## config.mk

```make
export PLATFORM = sky130hd
export DESIGN_NAME = clock_set_ctrl
export DESIGN_NICKNAME = d
export VERILOG_FILES = /design/src/rtl/clock_set_ctrl.sv
export SDC_FILE = /design/constraint.sdc
export NUM_CORES = 1
export LEC_CHECK = 0
export ABC_AREA = 0
export CAP_MARGIN = 0
export CORE_ASPECT_RATIO = 0.7
export CORE_MARGIN = 1.5
export CORE_UTILIZATION = 35
export DETAILED_ROUTE_END_ITERATION = 12
export SKIP_CTS_REPAIR_TIMING = 1
export SLEW_MARGIN = 20
export SYNTH_ARGS = -nofsm -noshare
export SYNTH_HDL_FRONTEND = slang
export SYNTH_SLANG_ARGS = --single-unit
```

## constraint.sdc

```tcl
create_clock -name clk -period 4.9 [get_ports clk]
set_clock_uncertainty 0.05 [all_clocks]
set_input_delay 0.735 -clock clk [delete_from_list [all_inputs] [get_ports clk]]
set_output_delay 0.735 -clock clk [all_outputs]
set_load 0.005 [all_outputs]
```

## src/rtl/clock_set_ctrl.sv

```systemverilog
// clock_set_ctrl: time-setting controller for the calendar clock.
// Mode key steps through the settable fields. Up/down keys pulse the
// selected counter. Timekeeping is frozen while a field is selected,
// and an idle timeout returns the block to RUN.
// Optional build macro: SET_AUTOREPEAT_EN enables hold-to-repeat on up/down.
// Auto-repeat assumes RPT_CYC <= HOLD_CYC (repeat reuses the hold counter).
module clock_set_ctrl #(
  parameter int HOLD_CYC    = 50_000_000,
  parameter int RPT_CYC     = 10_000_000,
  parameter int TIMEOUT_CYC = 500_000_000,
  parameter int CNT_W       = 32
) (
  input  logic       clk,
  input  logic       rst,
  input  logic       tick_en,
  input  logic       mode_btn,
  input  logic       up_btn,
  input  logic       down_btn,
  output logic       run_tick,
  output logic [2:0] field_sel,
  output logic       set_up,
  output logic       set_down,
  output logic       setting
);

  typedef enum logic [2:0] {
    RUN  = 3'd0,
    SEC  = 3'd1,
    MIN  = 3'd2,
    HOUR = 3'd3,
    DAY  = 3'd4,
    MON  = 3'd5,
    YR   = 3'd6
  } state_t;

  localparam logic [CNT_W-1:0] TO_LAST = CNT_W'(TIMEOUT_CYC - 1);

  state_t           state_q, state_d;
  logic             mode_q, up_q, down_q;
  logic             armed;
  logic             mode_e, up_e, down_e;
  logic             in_set;
  logic [CNT_W-1:0] to_cnt;
  logic             to_clr, to_hit;
  logic             up_p, dn_p;
  logic             rep_up, rep_dn;
  logic             up_d, dn_d;

  // armed stays low for the first cycle after reset, so a key that is
  // already held when reset releases never registers as a press.
  assign mode_e = armed & mode_btn & ~mode_q;
  assign up_e   = armed & up_btn   & ~up_q;
  assign down_e = armed & down_btn & ~down_q;

  assign in_set = (state_q != RUN);

  // Any key activity keeps the user in the set state.
  assign to_clr = mode_e | up_e | down_e | up_btn | down_btn;
  assign to_hit = in_set & ~to_clr & (to_cnt == TO_LAST);

  // Single-step pulses: a lone press in a set state; mode wins a collision.
  assign up_p = in_set & ~mode_e & up_e   & ~down_e;
  assign dn_p = in_set & ~mode_e & down_e & ~up_e;

  // Previous key levels for rising-edge detection.
  always_ff @(posedge clk or posedge rst) begin
    if (rst) begin
      mode_q <= 1'b0;
      up_q   <= 1'b0;
      down_q <= 1'b0;
      armed  <= 1'b0;
    end else begin
      mode_q <= mode_btn;
      up_q   <= up_btn;
      down_q <= down_btn;
      armed  <= 1'b1;
    end
  end

  // Field-select state register.
  always_ff @(posedge clk or posedge rst) begin
    if (rst) state_q <= RUN;
    else     state_q <= state_d;
  end

  // Next field: mode advances cyclically, idle timeout drops back to RUN.
  always_comb begin
    state_d = state_q;
    case (state_q)
      RUN:     state_d = mode_e ? SEC  : RUN;
      SEC:     state_d = mode_e ? MIN  : SEC;
      MIN:     state_d = mode_e ? HOUR : MIN;
      HOUR:    state_d = mode_e ? DAY  : HOUR;
      DAY:     state_d = mode_e ? MON  : DAY;
      MON:     state_d = mode_e ? YR   : MON;
      YR:      state_d = mode_e ? RUN  : YR;
      default: state_d = RUN;
    endcase
    if (!mode_e && to_hit) state_d = RUN;
  end

  // Idle timeout counter: only runs in set states with no key activity.
  always_ff @(posedge clk or posedge rst) begin
    if (rst)                             to_cnt <= '0;
    else if (!in_set || to_clr || to_hit) to_cnt <= '0;
    else                                 to_cnt <= to_cnt + 1'b1;
  end

`ifdef SET_AUTOREPEAT_EN
  localparam logic [CNT_W-1:0] HOLD_LAST  = CNT_W'(HOLD_CYC - 1);
  localparam logic [CNT_W-1:0] RPT_RELOAD = CNT_W'(HOLD_CYC - RPT_CYC);

  logic             rpt_act, rpt_dir;
  logic [CNT_W-1:0] hold_cnt;
  logic             rpt_start, rpt_keep, rpt_fire;

  // Repeat arms on a press of one key while the other is released, and
  // survives only while that same key alone stays held in the same field.
  assign rpt_start = in_set & ~mode_e & ((up_e & ~down_btn) | (down_e & ~up_btn));
  assign rpt_keep  = rpt_act & in_set & ~mode_e &
                     (rpt_dir ? (up_btn & ~down_btn) : (down_btn & ~up_btn));
  assign rpt_fire  = rpt_keep & (hold_cnt == HOLD_LAST);
  assign rep_up    = rpt_fire &  rpt_dir;
  assign rep_dn    = rpt_fire & ~rpt_dir;

  // Hold counter: first fire after HOLD_CYC, then reload so the next fire
  // lands RPT_CYC cycles later.
  always_ff @(posedge clk or posedge rst) begin
    if (rst) begin
      rpt_act  <= 1'b0;
      rpt_dir  <= 1'b0;
      hold_cnt <= '0;
    end else if (rpt_start) begin
      rpt_act  <= 1'b1;
      rpt_dir  <= up_e;
      hold_cnt <= '0;
    end else if (rpt_keep) begin
      hold_cnt <= rpt_fire ? RPT_RELOAD : hold_cnt + 1'b1;
    end else begin
      rpt_act  <= 1'b0;
      hold_cnt <= '0;
    end
  end
`else
  assign rep_up = 1'b0;
  assign rep_dn = 1'b0;
`endif

  assign up_d = up_p | rep_up;
  assign dn_d = (dn_p | rep_dn) & ~up_d;

  // Registered one-cycle set pulses.
  always_ff @(posedge clk or posedge rst) begin
    if (rst) begin
      set_up   <= 1'b0;
      set_down <= 1'b0;
    end else begin
      set_up   <= up_d;
      set_down <= dn_d;
    end
  end

  assign field_sel = state_q;
  assign setting   = in_set;
  assign run_tick  = tick_en & ~in_set;

endmodule

```

==> flow_metrics.py, run 1 <==
metrics = {
    "run_status": {
        "status": "finished, final reports clean",
    },
    "job": {
        "maxCapViolCount": 0,
    },
    "place": {
        "gp_congestion": 0.743,
        "portBuffers": 12,
        "detailedPlace.worstSlack_ns": 2.34,
        "hpwl_microns": 3270,
    },
    "synthesis": {
        "avgSynthCellArea_sq_um": 10.0,
        "synth_edf_count": 0,
        "ys_warn_count": 0,
        "synth_compound_area_share_pct": 14.6,
        "synth_flop_cell": "dfrtp_1",
        "yosys.area_share.simple_pct": 30.5,
        "ys_ff_latch": 41,
        "syn_area_sq_um": 2260,
        "synth_xor_area_share_pct": 4.26,
        "seq_area_frac_synth_pct": 45.4,
        "synth_top_family_by_area": "simple AND/OR/NAND/NOR gates",
        "synthAdderAreaFrac_pct": 0.554,
        "synth_fp_nets": 233,
        "synth_cells": 226,
        "muxShareOfSynthArea_pct": 0,
        "ys_types": 44,
        "ys_async_sr_fraction_pct": 100,
    },
    "timing": {
        "finalSetupViolations": 0,
        "finalHoldViolCount": 0,
        "grt_setup_unrepaired": "false",
        "min_period_ns": 2.58,
        "maxSlewViolCount": 0,
        "hold_slack_ns": 0.393,
        "slew-limit-headroom_pct": 57.2,
        "tns_ns": 0,
        "fmaxAchievable_mhz": 387,
        "setup_ws_ns": 2.32,
        "min_period_over_period_pct": 52.7,
        "tightest_slew_ns": 0.640,
    },
    "floorplan": {
        "rows": 24,
        "initial_core_util_pct": 36.2,
        "fp.dieW_microns": 99.0,
        "coreArea_sq_um": 6250,
        "pin_count": 13,
        "dieArea_sq_um": 6950,
        "dieHeight_microns": 70.2,
    },
    "final_layout": {
        "areaGrowthSynthToFinish_pct": 13.1,
        "diodes": 0,
        "drive_above_1_share_pct": 9.32,
        "fin_nets": 242,
    },
    "drt": {
        "routedWlPerCell_microns": 15.7,
        "routed-via-count": 1816,
        "vias_per_cell": 5.78,
        "first_pass_iters": 4,
        "drt_iter0_drc": 150,
        "detail-route-antenna-nets": 0,
        "finalWirelength_microns": 4920,
        "drc": 0,
    },
    "grt": {
        "grt_pass1_vias": 1730,
        "track_usage_pct": 15.5,
        "grt_pass1_wl_microns": 8540,
        "antenna_found_initial": 0,
        "grt_max_degree": 42,
        "overflow": 0,
    },
    "worst_setup_path": {
        "worst_ep_arrival_time_ns": 1.80,
        "crit_chain": "nor3_1, and2_1, clkdlybuf4s50_1",
        "crit_required_ns": 4.12,
        "worst_path_max_delay_cell": "clkdlybuf4s50_1",
        "critical_path_class": "reg2out",
        "timing.rr.start": "to_cnt[0]$_DFF_PP0_",
        "critPathLaunchType": "flip-flop",
        "timing.rr.end": "to_cnt[27]$_DFF_PP0_",
        "cp_top_family": "simple AND/OR/NAND/NOR gates",
        "path_buf_inv": 1,
        "cp_slowest_stage_delay_ns": 0.50,
        "cp-startpoint": "field_sel[0]$_DFF_PP0_",
        "path_max_fanout": 6,
        "ff2ff_path_depth": 6,
        "end_kind": "output port",
        "r2r_setup_slack_ns": 2.69,
    },
    "clock_network": {
        "clk_pin_slew_ns": 0.08,
        "cts_buffer_depth": 2,
        "htreeDepth": 2,
        "cts_tree": "done",
        "cts.sinks": 41,
        "clk_latency_ns": 0.30,
        "root_buffer": "clkbuf_8",
        "cts_buffers": 5,
    },
    "hold_path": {
        "hp-start": "up_q$_DFF_PP0_",
        "min_path_type": "reg2reg",
        "hold_depth": 1,
        "min_to": "set_up$_DFF_PP0_",
    },
    "pwr": {
        "combPwrFrac_pct": 15.3,
        "p_seq_share_pct": 48.8,
        "vdd_drop_max_mv": 0.201,
        "p_per_area_nw_per_um2": 303,
        "p_clk_share_pct": 36.0,
        "p_leak_uw": 0.000955,
        "internal-power_uw": 569,
        "switching_share_pct": 26.4,
        "p_switching_uw": 204,
    },
}
==> placed cells by master (no fill, tap or decap), types with 5 or more instances in the layout <==
cell type	count
nand3_1	10
nor4_1	6
and3_1	5
o21ai_0	10
xor2_1	8
a21oi_1	5
a211oi_1	14
clkbuf_8	5
clkdlybuf4s50_1	12
or3_1	8
nand2_1	16
and4_1	7
nor3_1	11
dfrtp_1	41
nor2_1	7
nand4_1	8
or4_1	10
o31ai_1	10
==> power by group through the flow <==
stage	Sequential [uW]	Clock [uW]	Combinational, uW
final	377	278	118
after floorplan	379	0	60.9
after global placement	383	0	119
after CTS	377	290	119
after global routing	381	304	134
after detailed placement	383	0	118
==> cells in the mapped netlist, types with 2 or more instances <==
| cell | count | area share, % |
|---|---|---|
| o31ai_1 | 10 | 3.3 |
| and4_1 | 7 | 2.7 |
| o211ai_1 | 2 | 0.66 |
| nand3_4 | 2 | 1.6 |
| nand4_1 | 8 | 2.2 |
| inv_1 | 4 | 0.66 |
| clkbuf_1 | 4 | 0.66 |
| a21oi_1 | 5 | 1.1 |
| and2_1 | 2 | 0.55 |
| o21ai_0 | 10 | 2.2 |
| nand2_1 | 16 | 2.7 |
| nor4bb_1 | 3 | 1.3 |
| a211oi_1 | 14 | 4.7 |
| nor2b_1 | 2 | 0.55 |
| a211oi_2 | 2 | 1.1 |
| and3_1 | 5 | 1.4 |
| nor3_1 | 11 | 2.4 |
| or3_1 | 8 | 2.2 |
| a31oi_1 | 2 | 0.55 |
| nor4_1 | 6 | 1.7 |
| dfrtp_1 | 41 | 45 |
| nor2_1 | 7 | 1.2 |
| xor2_1 | 8 | 3.1 |
| or4_1 | 10 | 3.3 |
| nand3_1 | 10 | 2.2 |
| xnor2_1 | 3 | 1.2 |
| buf_6 | 3 | 1.5 |
| buf_2 | 3 | 0.66 |
| buf_4 | 3 | 1.0 |
==> logic make-up (layout without fill, tap and decap cells) <==
family	after synthesis	count (layout)
flip-flops	41	41
XOR/XNOR	11	11
AND/OR/NAND/NOR	107	107
buffers and inverters	17	27
other	1	1
AO/OA/AOI/OAI	48	48
adder cells (fa/ha/maj)	1	1
==> area by class of cell <==
cell class | instances | area (sq um)
Multi-Input combinational cell | 168 | 1140
Inverter | 4 | 15.0
Tap cell | 78 | 97.6
Timing Repair Buffer | 15 | 163
Clock buffer | 5 | 68.8
Clock inverter | 3 | 46.3
Fill cell | 617 | 3690
Sequential cell | 41 | 1030
==> how the worst max path moves through the flow <==
stage,end,cells past startpoint
finish,run_tick,3
CTS,run_tick,3
global placement,run_tick,3
floorplan,to_cnt[16]$_DFF_PP0_,7
global route,run_tick,3
detailed placement,run_tick,3
==> flip-flops by register name, summed over array words and instances, names as in the netlist <==
| register | count |
|---|---|
| up_q | 1 |
| field_sel | 3 |
| set_down | 1 |
| to_cnt | 32 |
| armed | 1 |
| mode_q | 1 |
| set_up | 1 |
| down_q | 1 |
==> metal layers <==
layer  vias up  part of all wire [%]  wire, microns  global-route usage, %
li1        887                     -              -                      -
met1       888                    53           2590                   24.5
met2        36                    42           2060                   20.5
met3         5                   4.1            203                   3.00
met4         0                   1.3             65                   5.87
met5         -                     0              0                      0
==> through the flow <==
| stage | std cells | power, uW | utilization (%) | cell area, sq um |
|---|---|---|---|---|
| after floorplan | 226 | 440 | - | 2260 |
| after global placement | 305 | 502 | 38.6 | 2410 |
| after detailed placement | 306 | 501 | 39.1 | 2440 |
| after CTS | 314 | 786 | 40.9 | 2550 |
| after global routing | 314 | 819 | 40.9 | 2550 |
| final | 314 | 773 | 40.9 | 2550 |
Note: power is estimated with default switching activity, not from simulation.
==> run 2, diff against run 1 <==
- clock period: 4.9 -> 2.55 ns (I/O delays scaled with it)
==> flow_metrics.py, run 2 (synthesized netlist as in run 1, its figures left out) <==
metrics = {
    "clock_network": {
        "cts.sinks": 41,
        "cts_tree": "done",
        "root_buffer": "clkbuf_8",
        "clk_pin_slew_ns": 0.08,
        "clk_latency_ns": 0.30,
        "cts_buffers": 5,
        "htreeDepth": 2,
        "cts_buffer_depth": 2,
    },
    "drt": {
        "vias_per_cell": 5.69,
        "drt_iter0_drc": 92,
        "first_pass_iters": 4,
        "routedWlPerCell_microns": 15.5,
        "drc": 0,
        "finalWirelength_microns": 4870,
        "routed-via-count": 1791,
        "detail-route-antenna-nets": 0,
    },
    "worst_setup_path": {
        "crit_required_ns": 2.12,
        "crit_chain": "nor3_1, and2_1, clkdlybuf4s50_1",
        "critical_path_class": "reg2out",
        "critPathLaunchType": "flip-flop",
        "path_max_fanout": 7,
        "worst_ep_arrival_time_ns": 1.84,
        "end_kind": "output port",
        "cp_slowest_stage_delay_ns": 0.49,
        "r2r_setup_slack_ns": 0.46,
        "worst_path_max_delay_cell": "clkdlybuf4s50_1",
    },
    "floorplan": {
        "initial_core_util_pct": 36.2,
        "dieHeight_microns": 70.2,
        "dieArea_sq_um": 6950,
        "rows": 24,
        "pin_count": 13,
        "coreArea_sq_um": 6250,
        "fp.dieW_microns": 99.0,
    },
    "hold_path": {
        "min_path_type": "reg2reg",
    },
    "timing": {
        "slew-limit-headroom_pct": 65.1,
        "hold_slack_ns": 0.382,
        "tns_ns": 0,
        "maxSlewViolCount": 0,
        "finalSetupViolations": 0,
        "grt_setup_unrepaired": "false",
        "min_period_ns": 2.28,
        "tightest_slew_ns": 0.523,
        "fmaxAchievable_mhz": 439,
        "finalHoldViolCount": 0,
        "min_period_over_period_pct": 89.2,
    },
    "final_layout": {
        "fin_nets": 243,
        "fin_area_sq_um": 2550,
        "areaGrowthSynthToFinish_pct": 12.7,
        "largest_reg_flops": 32,
        "layout_commonest_cell": "dfrtp_1",
        "final_cell_mix": "dfrtp_1 (41), nand2_1 (16), a211oi_1 (14), clkdlybuf4s50_1 (12), nor3_1 (11)",
        "regMostFlops": "to_cnt",
        "diodes": 0,
        "instances_no_fill": 315,
        "drive_above_1_share_pct": 9.70,
        "n_fill_cell": 610,
    },
    "place": {
        "placed_area_sq_um": 2430,
        "portBuffers": 12,
        "gp_congestion": 0.848,
        "hpwl_microns": 3290,
        "dp.cells": 307,
    },
    "pwr": {
        "p_clk_share_pct": 37.0,
        "power.total_uw": 1510,
        "vdd_drop_max_mv": 0.314,
        "p_per_area_nw_per_um2": 592,
        "p_leak_uw": 0.000957,
        "p_switching_uw": 387,
        "p_seq_share_pct": 47.9,
        "switching_share_pct": 25.7,
        "combPwrFrac_pct": 15.1,
        "internal-power_uw": 1120,
    },
    "grt": {
        "grt_max_degree": 42,
        "grt_pass1_wl_microns": 8370,
        "grt_pass1_vias": 1678,
        "overflow": 0,
        "antenna_found_initial": 0,
        "track_usage_pct": 15.2,
    },
    "job": {
        "maxCapViolCount": 0,
    },
    "run_status": {
        "status": "finished, final reports clean",
    },
}
run 2: cell types whose count changed in the layout (fill, tap and decap cells not counted), sizes merged:
cell and delta:
buf +1, clkbuf +1, clkinv -1
run 2: critical path: cells and delay by family (launching register included):
family,cells,cell delay (ns)
DFF,1,0.45
and+or+nand+nor,2,0.60
buffers and inverters,1,0.49
run 2: area by class of cell:
class | instances | area, sq um | share of cell area [%]
Inverter | 4 | 15.0 | 0.589
Tap cell | 78 | 97.6 | 3.83
Timing Repair Buffer | 16 | 150 | 5.89
Multi-Input combinational cell | 168 | 1140 | 44.7
Clock inverter | 2 | 37.5 | 1.47
Sequential cell | 41 | 1030 | 40.3
Clock buffer | 6 | 82.6 | 3.24
run 2: worst paths after layout:
kind / startpoint / endpoint / depth (start not counted)
setup / recovery: field_sel[1]$_DFF_PP0_ / run_tick / 3
hold / removal: up_q$_DFF_PP0_ / set_up$_DFF_PP0_ / 1
setup reg to reg: to_cnt[0]$_DFF_PP0_ / to_cnt[20]$_DFF_PP0_ / 5
hold reg to reg: up_q$_DFF_PP0_ / set_up$_DFF_PP0_ / 1
max in group asynchronous: rst / to_cnt[21]$_DFF_PP0_ / 3
min in group asynchronous: rst / mode_q$_DFF_PP0_ / 3
run 2: per-layer routing:
layer  up-vias  global-route usage (%)  routed length [microns]
met5         -                       0                        0
met4         0                    5.71                       82
met3         8                    3.20                      204
met2        34                    20.8                     1960
met1       868                    23.4                     2630
li1        881                       -                        -
run 2: power groups by stage:
stage / registers, uW / clock network (uW) / logic, uW
after floorplan: 729 / 0 / 117
after global placement: 734 / 0 / 227
after detailed placement: 732 / 0 / 230
after CTS: 722 / 571 / 231
after global routing: 729 / 593 / 255
final: 722 / 558 / 227
run 2: metrics by stage:
stage	utilization [%]	worst slack (ns)
2_1_floorplan	-	0.682
3_3_place_gp	38.9	0.499
3_5_place_dp	38.9	0.473
4_1_cts	40.8	0.269
5_1_grt	40.8	0.177
6_report	40.8	0.274
